===== src/rtl/bias_add_argmax.sv =====
// bias_add_argmax: adds per-class bias to accumulated scores and reports the argmax class and score.
// Optional feature: define BIAS_ADD_SAT_EN to saturate the biased sum instead of wrapping it.
module bias_add_argmax #(
    parameter int NUM_CLASSES = 10,
    parameter int IDX_W       = 4,
    parameter int ACC_W       = 24,
    parameter int BIAS_W      = 8,
    parameter int BIAS_SHIFT  = 0
) (
    input  logic                     clk_i,
    input  logic                     reset_ni,
    input  logic                     start_i,
    output logic                     busy_o,
    output logic [IDX_W-1:0]         rom_addr_o,
    input  logic signed [BIAS_W-1:0] bias_i,
    input  logic                     acc_valid_i,
    input  logic signed [ACC_W-1:0]  acc_i,
    output logic                     acc_ready_o,
    output logic                     result_valid_o,
    input  logic                     result_ready_i,
    output logic [IDX_W-1:0]         class_o,
    output logic signed [ACC_W-1:0]  score_o
);
    typedef enum logic [1:0] {IDLE, FETCH, WAIT_ACC, DONE} state_t;
    state_t state, state_nxt;
    logic [IDX_W-1:0] idx, max_idx;
    logic signed [ACC_W-1:0] max_q, sum;
    logic max_valid, hs, last, upd;
`ifdef BIAS_ADD_SAT_EN
    localparam logic signed [ACC_W-1:0] SCORE_MAX = {1'b0, {(ACC_W-1){1'b1}}};
    localparam logic signed [ACC_W-1:0] SCORE_MIN = {1'b1, {(ACC_W-1){1'b0}}};
    logic [ACC_W:0] bias_ext, sum_wide;
    assign bias_ext = {{(ACC_W+1-BIAS_W){bias_i[BIAS_W-1]}}, bias_i} <<< BIAS_SHIFT;
    assign sum_wide = {acc_i[ACC_W-1], acc_i} + bias_ext;
    // The two top bits disagree exactly when the sum left the ACC_W range
    assign sum = (sum_wide[ACC_W] ^ sum_wide[ACC_W-1]) ? (sum_wide[ACC_W] ? SCORE_MIN : SCORE_MAX)
                                                        : sum_wide[ACC_W-1:0];
`else
    logic [ACC_W-1:0] bias_ext;
    // Low ACC_W bits of the wide sum equal a plain ACC_W-bit wrapping add
    assign bias_ext = {{(ACC_W-BIAS_W){bias_i[BIAS_W-1]}}, bias_i} <<< BIAS_SHIFT;
    assign sum = acc_i + bias_ext;
`endif
    assign hs   = acc_valid_i && acc_ready_o;
    assign last = idx == IDX_W'(NUM_CLASSES-1);
    assign upd  = !max_valid || (sum > max_q);
    // State register
    always_ff @(posedge clk_i or negedge reset_ni) begin
        if (!reset_ni) state <= IDLE;
        else           state <= state_nxt;
    end
    // Next-state logic
    always_comb begin
        state_nxt = state;
        case (state)
            IDLE:     state_nxt = start_i ? FETCH : IDLE;
            FETCH:    state_nxt = WAIT_ACC;
            WAIT_ACC: state_nxt = hs ? (last ? DONE : FETCH) : WAIT_ACC;
            DONE:     state_nxt = result_ready_i ? IDLE : DONE;
            default:  state_nxt = IDLE;
        endcase
    end
    // Status outputs decoded from state
    always_comb begin
        busy_o         = state != IDLE;
        acc_ready_o    = state == WAIT_ACC;
        result_valid_o = state == DONE;
    end
    // Class counter, ROM address, running max and registered result
    always_ff @(posedge clk_i or negedge reset_ni) begin
        if (!reset_ni) begin
            idx        <= '0;
            rom_addr_o <= '0;
            max_q      <= '0;
            max_idx    <= '0;
            max_valid  <= 1'b0;
            class_o    <= '0;
            score_o    <= '0;
        end else if (state == IDLE && start_i) begin
            idx        <= '0;
            rom_addr_o <= '0;
            max_valid  <= 1'b0;
        end else if (hs) begin
            max_valid <= 1'b1;
            if (upd) begin
                max_q   <= sum;
                max_idx <= idx;
            end
            if (last) begin
                class_o <= upd ? idx : max_idx;
                score_o <= upd ? sum : max_q;
            end else begin
                idx        <= idx + 1'b1;
                rom_addr_o <= idx + 1'b1;
            end
        end
    end
endmodule


===== config.mk =====
export PLATFORM = sky130hd
export DESIGN_NAME = bias_add_argmax
export DESIGN_NICKNAME = d
export VERILOG_FILES = /design/src/rtl/bias_add_argmax.sv
export SDC_FILE = /design/constraint.sdc
export NUM_CORES = 1
export LEC_CHECK = 0
export BUFFER_PORTS_ARGS = -buffer_cell sky130_fd_sc_hd__buf_2
export CAP_MARGIN = 20
export CORE_UTILIZATION = 35
export CTS_CLUSTER_SIZE = 12
export DETAILED_ROUTE_END_ITERATION = 8
export PLACE_DENSITY = 0.53
export SLEW_MARGIN = 0
export SYNTH_ARGS = -nofsm -noshare
export SYNTH_HDL_FRONTEND = slang
export SYNTH_SLANG_ARGS = --single-unit

===== constraint.sdc =====
create_clock -name clk_i -period 3.8 [get_ports clk_i]
set_input_delay 0.57 -clock clk_i [delete_from_list [all_inputs] [get_ports clk_i]]
set_output_delay 0.57 -clock clk_i [all_outputs]
set_load 0.1 [all_outputs]

==> metrics, run 1 <==
met1 global-route usage=0.232; width of the die=between 100 and 150 um; post-DR vias/cell=between 4 and 5; hold_buf cts=0; final layout net count=around 750; critical path's most frequent cell=buf_6; CTS Buffer Depth=2; count of warnings emitted by yosys=0; # H-tree levels=3; core region area=between 0.01 and 0.015 mm^2; violations in the final reports=setup timing; Worst setup SP type=input port; clk sink count=63; share of synthesized area occupied by flip-flops and latches=0.360; I/O pins=~70; kind of cell adding the most delay to the critical path=simple AND/OR/NAND/NOR gates; Final Cycle Share=1.16; placer's final routability congestion estimate=around 0.80; setup_tns=-29.36 ns; leakage=0.00320 uW; delay of the slowest cell on the worst path=between 0.3 and 0.4 ns; Clk Tree Root Cell=clkbuf_16; wire length of the first global-routing pass=19,000 um; Max VDD drop=395 uV; crit path time final=approximately 4.4 ns; number of DRC markers after the initial detailed-route iteration=179; area overhead of the layout relative to synthesis=47.4%; Fin. Hold Viols=0; f_max=roughly 0.23 GHz; worst path setup slack after routing=-0.605 ns; FP Rows=40; Synthesized Nets=~570; count of final max-slew check failures=0; maximum number of pins on one net before global-route repair=34; data required time of the critical path=~4 ns; post-synthesis cell type with the largest combined area=dfrtp_1; number of instances in the synthesized netlist=between 400 and 500; Antenna Nets Post-Route=0; run status=finished with violations; critical path cell sequence=buf_6 > ha_4 > inv_2 > fa_2 > nor2b_4 > o31a_1 > o211a_1 > a2111oi_4 > or4_4 > a21oi_4 > or3_4 > and2_4 > ha_4 > nand4_1 > buf_4 > nor4_4 > o31ai_2 > nand3_1 > buf_4 > nand3_4 > buf_6 > a31oi_4 > buf_6 > mux2_4; worst-case setup slack after placement=-1.33 ns; buffering stage count on the worst path with inverters included=6; routed via count=approximately 4,000; syn avg cell area=~9 um^2; Vert. Die Dim=~110 um; CTS Buf Count=9; number of failing setup endpoints in the final timing report=56; global routing usage on met3=0.0197; overall overflow remaining after global route=0; placed wire-length estimate=about 8500 um; final wirelength=~11,000 um; fraction of final layout cells sized beyond drive strength 1=0.388; met2 global-route usage=0.333; port bufs=71; # Max-Cap Violations=0; area share of the largest cell type after synthesis=0.360; Crit path arrival time=4.61 ns; Layout Skew=between 0.005 and 0.006 ns; Remaining DRCs=0; Worst-Skew Late Latency=roughly 0.33 ns; floorplan die area=0.0130 mm^2; number of iterations in the first detailed-routing pass=6; cell with the largest stage delay on the worst path=or3_4; remaining max-slew budget at the tightest pin=0.477; transition time at the pin with the least slew margin=slightly below 0.8 ns; number of distinct standard cells referenced by the synthesized netlist=55; Clk pin slew, worst setup/hold paths=about 0.05 ns; number of enable-type register cells in the synthesized netlist=0; initial antenna violation count=0; proportion of synthesized flip-flops having asynchronous set or reset=1.00; post-synthesis cell area=approximately 0.0044 mm^2; post-synthesis sequential element count=between 60 and 70; capturing element type of the critical path=flip-flop; setup repair after global routing missed its margin=true; worst hold-check path type=input port to async pin; Antenna Diode Count=0; worst hold slack=0.328 ns; Routed wire per std cell=13.7 um; dominant register cell in the synthesized netlist=dfrtp_1; power density cells=approximately 670 mW/mm^2; instance count after placement with tap cells included=806; vias in the first global route=between 4,000 and 5,000; crit path max fanout=4; worst setup path category=input port to flip-flop; final cell count without fillers=between 800 and 900; Total Routing Usage GR=0.185; routing layer with the top usage in global route=met2; effective utilization at floorplan=0.361; cell types occupying the most area after synthesis=dfrtp_1, ha_1, nand2_1; TritonCTS clock tree=yes
placed cells by master (no fill, tap or decap), types with 9 or more instances in the layout:
cell	Yosys	layout
inv_1	39	37
nand2_1	70	69
xnor2_1	12	12
a21oi_1	35	31
o21ai_1	13	28
ha_1	49	38
ha_4	0	11
buf_2	2	68
nor2_1	22	21
mux2i_1	26	18
nand3_1	11	9
nand4_1	10	10
clkbuf_16	0	9
o21ai_0	47	27
dfrtp_1	63	63
buf_4	2	91
per-layer routing:
| layer | wire length, um | share of wire | up-vias |
|---|---|---|---|
| met3 | 275 | 0.024 | 11 |
| met2 | 5730 | 0.50 | 69 |
| met1 | 5210 | 0.46 | 1884 |
| li1 | - | - | 2060 |
| met5 | 0 | 0 | - |
| met4 | 156 | 0.014 | 0 |
repair_timing:
action / in CTS / in global routing
endpoints found under the setup margin: 56 / 56
gates resized for setup: 65 / 19
setup buffers: 9 / 1
pin swaps: 21 / 9
cloned: 2 / 0
stage by stage:
stage / utilization / area, um^2 / power (uW)
floorplan: - / 4470 / 2460
global placement: 0.468 / 5670 / 3020
detailed placement: 0.468 / 5670 / 3060
CTS: 0.525 / 6350 / 4270
global route: 0.533 / 6450 / 4590
finish: 0.533 / 6450 / 4320
final cells by class:
cell class	instances	area, um^2
Multi-Input combinational cell	371	3000
Inverter	39	146
Clock inverter	4	20.0
Clock buffer	12	256
Fill cell	1159	5660
Sequential cell	63	1580
Timing Repair Buffer	174	1240
Tap cell	168	210
worst reg2reg max path: stages (launching register included):
cell,delay [ns]
dfrtp_1,0.34
inv_1,0.06
ha_1,0.32
buf_4,0.12
nand4_1,0.12
buf_4,0.17
nor4_4,0.19
o31ai_2,0.12
nand3_1,0.12
buf_4,0.13
nand3_4,0.09
buf_6,0.13
a31oi_4,0.16
buf_6,0.15
mux2_4,0.30
registers in the layout, indices dropped and copies added, names as in the netlist:
register	flops
state	2
score_o	24
class_o	4
idx	4
max_q	24
max_valid	1
max_idx	4
cells in the mapped netlist (2+ instances only):
master	instances
o211ai_1	3
mux2_1	5
and3_1	2
nand4_1	10
nor2b_1	4
nor2_1	22
o31ai_1	4
o21a_1	3
o21ai_1	13
xnor2_1	12
inv_1	39
clkbuf_1	9
a21oi_1	35
nand2_1	70
nand3_1	11
o21ai_0	47
ha_1	49
xor2_1	9
a21o_1	6
a21boi_0	2
buf_2	2
or2_2	3
o21bai_1	3
mux2i_1	26
nor3_1	2
dfrtp_1	63
buf_4	2
a211oi_1	4
report_power, final:
group	internal (uW)	switching (uW)	total (uW)
Combinational	1180	1390	2570
Sequential	852	136	988
Clock	472	288	760
Total	2510	1810	4320
final timing paths:
path                                            to  slack, ns  depth (start not counted)                   start
min                         score_o[4]$_DFFE_PN0P_       0.33                          1                reset_ni
min in group clk_i              idx[3]$_DFFE_PN0P_       0.44                          2                 start_i
max in group asynchronous  score_o[20]$_DFFE_PN0P_       2.57                          2                reset_ni
max reg2reg                  max_q[22]$_DFFE_PN0P_       1.17                         14   max_q[21]$_DFFE_PN0P_
max                          max_q[22]$_DFFE_PN0P_      -0.61                         24                acc_i[0]
min reg2reg                 score_o[3]$_DFFE_PN0P_       0.47                          2  score_o[3]$_DFFE_PN0P_
cell families after synthesis:
kind of cell             share of synthesized area
AO/OA/AOI/OAI                                0.188
AND/OR/NAND/NOR                              0.140
flip-flops                                   0.360
buffers and inverters                       0.0492
adder cells (fa/ha/maj)                      0.145
multiplexers                                0.0757
XOR/XNOR                                    0.0420
No activity file was read; power rests on OpenSTA's default activity.
==> inputs of run 2 (changes only) <==
Settings changed: CTS_BUF_LIST from default to sky130_fd_sc_hd__clkbuf_2 sky130_fd_sc_hd__clkbuf_4 sky130_fd_sc_hd__clkbuf_8, HOLD_SLACK_MARGIN from default to 0.08.
==> run 2 against run 1 <==
The flow still finishes with violations (setup timing); via count fell by 0.37%; setup slack worse by 0.0031 ns; sequential share of layout area is 0.11 points higher; total power fell by 3.7%; hold slack worse by 0.032 ns; flip-flop and latch count unchanged; sequential power barely moved; utilization fell by 0.25 points; critical endpoint unchanged.
==> metrics, run 2 (synthesized netlist as in run 1, its figures left out) <==
core region area=0.0121 mm^2 (unchanged); Worst-Skew Late Latency=0.36 ns (+0.03 ns); Crit path arrival time=4.65 ns (+0.04 ns); placed wire-length estimate=8540 um (unchanged); f_max=0.227 GHz (about the same); final wirelength=11,600 um (+1.6%); placer's final routability congestion estimate=0.803 (unchanged); number of iterations in the first detailed-routing pass=4 (-2); final cell count without fillers=832 (+0.12%); initial antenna violation count=0 (unchanged); power share of the sequential group=0.238 (+0.009); fraction of the core area covered by cells at the end of the flow=0.530 (-0.00248); transition time at the pin with the least slew margin=0.793 ns (+0.00840 ns); effective utilization at floorplan=0.361 (unchanged); fraction of final layout cells sized beyond drive strength 1=0.410 (+0.0220); maximum number of pins on one net before global-route repair=34 (unchanged); cell internal pwr=2340 uW (-6.7%); TritonCTS clock tree=yes; number of DRC markers after the initial detailed-route iteration=164 (-8.4%); power density cells=647 mW/mm^2 (-3.2%); crit path max fanout=5 (+1); capturing element type of the critical path=flip-flop; data required time of the critical path=4.04 ns (+0.03 ns); Total Routing Usage GR=0.188 (+0.00302); relative contribution of combinational cells to total power=0.632 (+0.037); violations in the final reports=setup timing; Clk pin slew, worst setup/hold paths=0.07 ns (+0.02 ns); overall overflow remaining after global route=0 (unchanged); Max VDD drop=405 uV (+2.6%); remaining max-slew budget at the tightest pin=0.471 (-0.00560); CTS Buffer Depth=2 (unchanged); post-DR vias/cell=4.82 (-0.49%); clk sink count=63 (unchanged); hold_buf cts=0 (unchanged); Final Cycle Share=1.16 (about the same); Worst setup SP type=input port; sw power=1820 uW (+0.62%); most common cell after layout, fill and taps aside=buf_4; wire length of the first global-routing pass=19,100 um (+0.65%); routed via count=4,009 (-0.37%); final layout net count=746 (+0.13%); worst path setup slack after routing=-0.608 ns (-0.00309 ns); instance count after placement with tap cells included=806 (unchanged); FP Rows=40 (unchanged); Routed wire per std cell=13.9 um (+1.5%); Clock Power Share=0.131 (-0.045); Layout Skew=0.00701 ns (+0.00183 ns); Remaining DRCs=0 (unchanged); Antenna Diode Count=0 (unchanged); I/O pins=72 (unchanged); count of final max-slew check failures=0 (unchanged); worst hold-check path type=input port to async pin; leakage=0.00319 uW (-0.54%); run status=finished with violations; floorplan die area=0.0130 mm^2 (unchanged); Clk Tree Root Cell=clkbuf_8; vias in the first global route=4,059 (+0.22%); Fin. Hold Viols=0 (unchanged); Vert. Die Dim=114 um (unchanged); # H-tree levels=3 (unchanged); # Max-Cap Violations=0 (unchanged); port bufs=71 (unchanged); number of failing setup endpoints in the final timing report=56 (unchanged); area overhead of the layout relative to synthesis=46.7%; biggest regs=max_q: 24 flops, score_o: 24 flops; width of the die=114 um (unchanged); crit path time final=4.41 ns (+0.00309 ns); CTS Buf Count=9 (unchanged); Antenna Nets Post-Route=0 (unchanged); leading cell types in the layout, fill and taps excluded=buf_4, buf_2, dfrtp_1; setup repair after global routing missed its margin=true; Sw Ratio=0.438 (+0.0186); worst setup path category=input port to flip-flop
run 2: changes by cell type in the layout (fill, tap and decap cells not counted), sizes merged:
cell,change
clkbuf,+1
run 2: path summary, 6_finish.rpt:
check | cells after the start | start | to | slack [ns]
max in group asynchronous | 2 | reset_ni | state[1]$_DFF_PN0_ | 2.60
worst min register to register | 2 | score_o[3]$_DFFE_PN0P_ | score_o[3]$_DFFE_PN0P_ | 0.48
worst max register to register | 14 | max_q[21]$_DFFE_PN0P_ | max_q[22]$_DFFE_PN0P_ | 1.14
min in group clk_i | 2 | start_i | idx[3]$_DFFE_PN0P_ | 0.41
worst max-delay path | 24 | acc_i[0] | max_q[22]$_DFFE_PN0P_ | -0.61
worst min-delay path | 1 | reset_ni | max_q[2]$_DFFE_PN0P_ | 0.30
run 2: layout make-up:
class	instances	area (um^2)
flip-flops and latches	63	1580
repair buffers	175	1270
clock buffers	12	159
well taps	168	210
fillers	1157	5690
inverters	39	146
clock inverters	4	20.0
multi-input cells	371	3040
run 2: worst max-delay path: stages:
cell       delay (ns)
buf_6            0.10
ha_4             0.15
inv_2            0.05
fa_2             0.22
nor2b_4          0.04
o31a_1           0.33
o211a_1          0.26
a2111oi_4        0.22
or4_4            0.22
a21oi_4          0.06
or3_4            0.34
and2_4           0.16
ha_4             0.26
nand4_1          0.10
buf_4            0.17
nor4_4           0.20
o31ai_2          0.12
nand3_1          0.12
buf_4            0.13
nand3_4          0.09
buf_6            0.13
a31oi_4          0.16
buf_6            0.17
mux2_4           0.30
run 2: per-layer routing:
| layer | wire (um) | up-vias | part of all wire | GRT usage |
|---|---|---|---|---|
| li1 | - | 2064 | - | - |
| met1 | 5280 | 1874 | 0.46 | 0.233 |
| met2 | 5810 | 55 | 0.50 | 0.335 |
| met3 | 241 | 16 | 0.021 | 0.0202 |
| met4 | 230 | 0 | 0.020 | 0.0736 |
| met5 | 0 | - | 0 | 0 |
run 2: power by group through the flow:
stage / registers (uW) / logic, uW / clock network [uW]
finish: 988 / 2630 / 544
global route: 1010 / 2850 / 581
CTS: 978 / 2510 / 555
detailed placement: 983 / 2080 / 0
global placement: 977 / 2050 / 0
floorplan: 1120 / 1350 / 0
run 2: timing repair:
item                       in CTS  in global routing
setup buffers                   9                  1
cloned                          2                  1
gates resized for setup        63                 40
pin swaps                      21                 16
setup endpoints to repair      56                 56
run 2: stage by stage:
step	TNS [ns]	setup WS [ns]	hold slack (ns)	cell area [um^2]	power (uW)
after floorplan	-35.12	-0.714	0.274	4470	2460
after global placement	-62.39	-1.16	0.459	5670	3020
after detailed placement	-69.07	-1.33	0.466	5670	3060
after CTS	-26.09	-0.535	0.325	6260	4050
after global routing	-42.13	-0.838	0.355	6420	4440
final	-28.66	-0.608	0.296	6420	4160
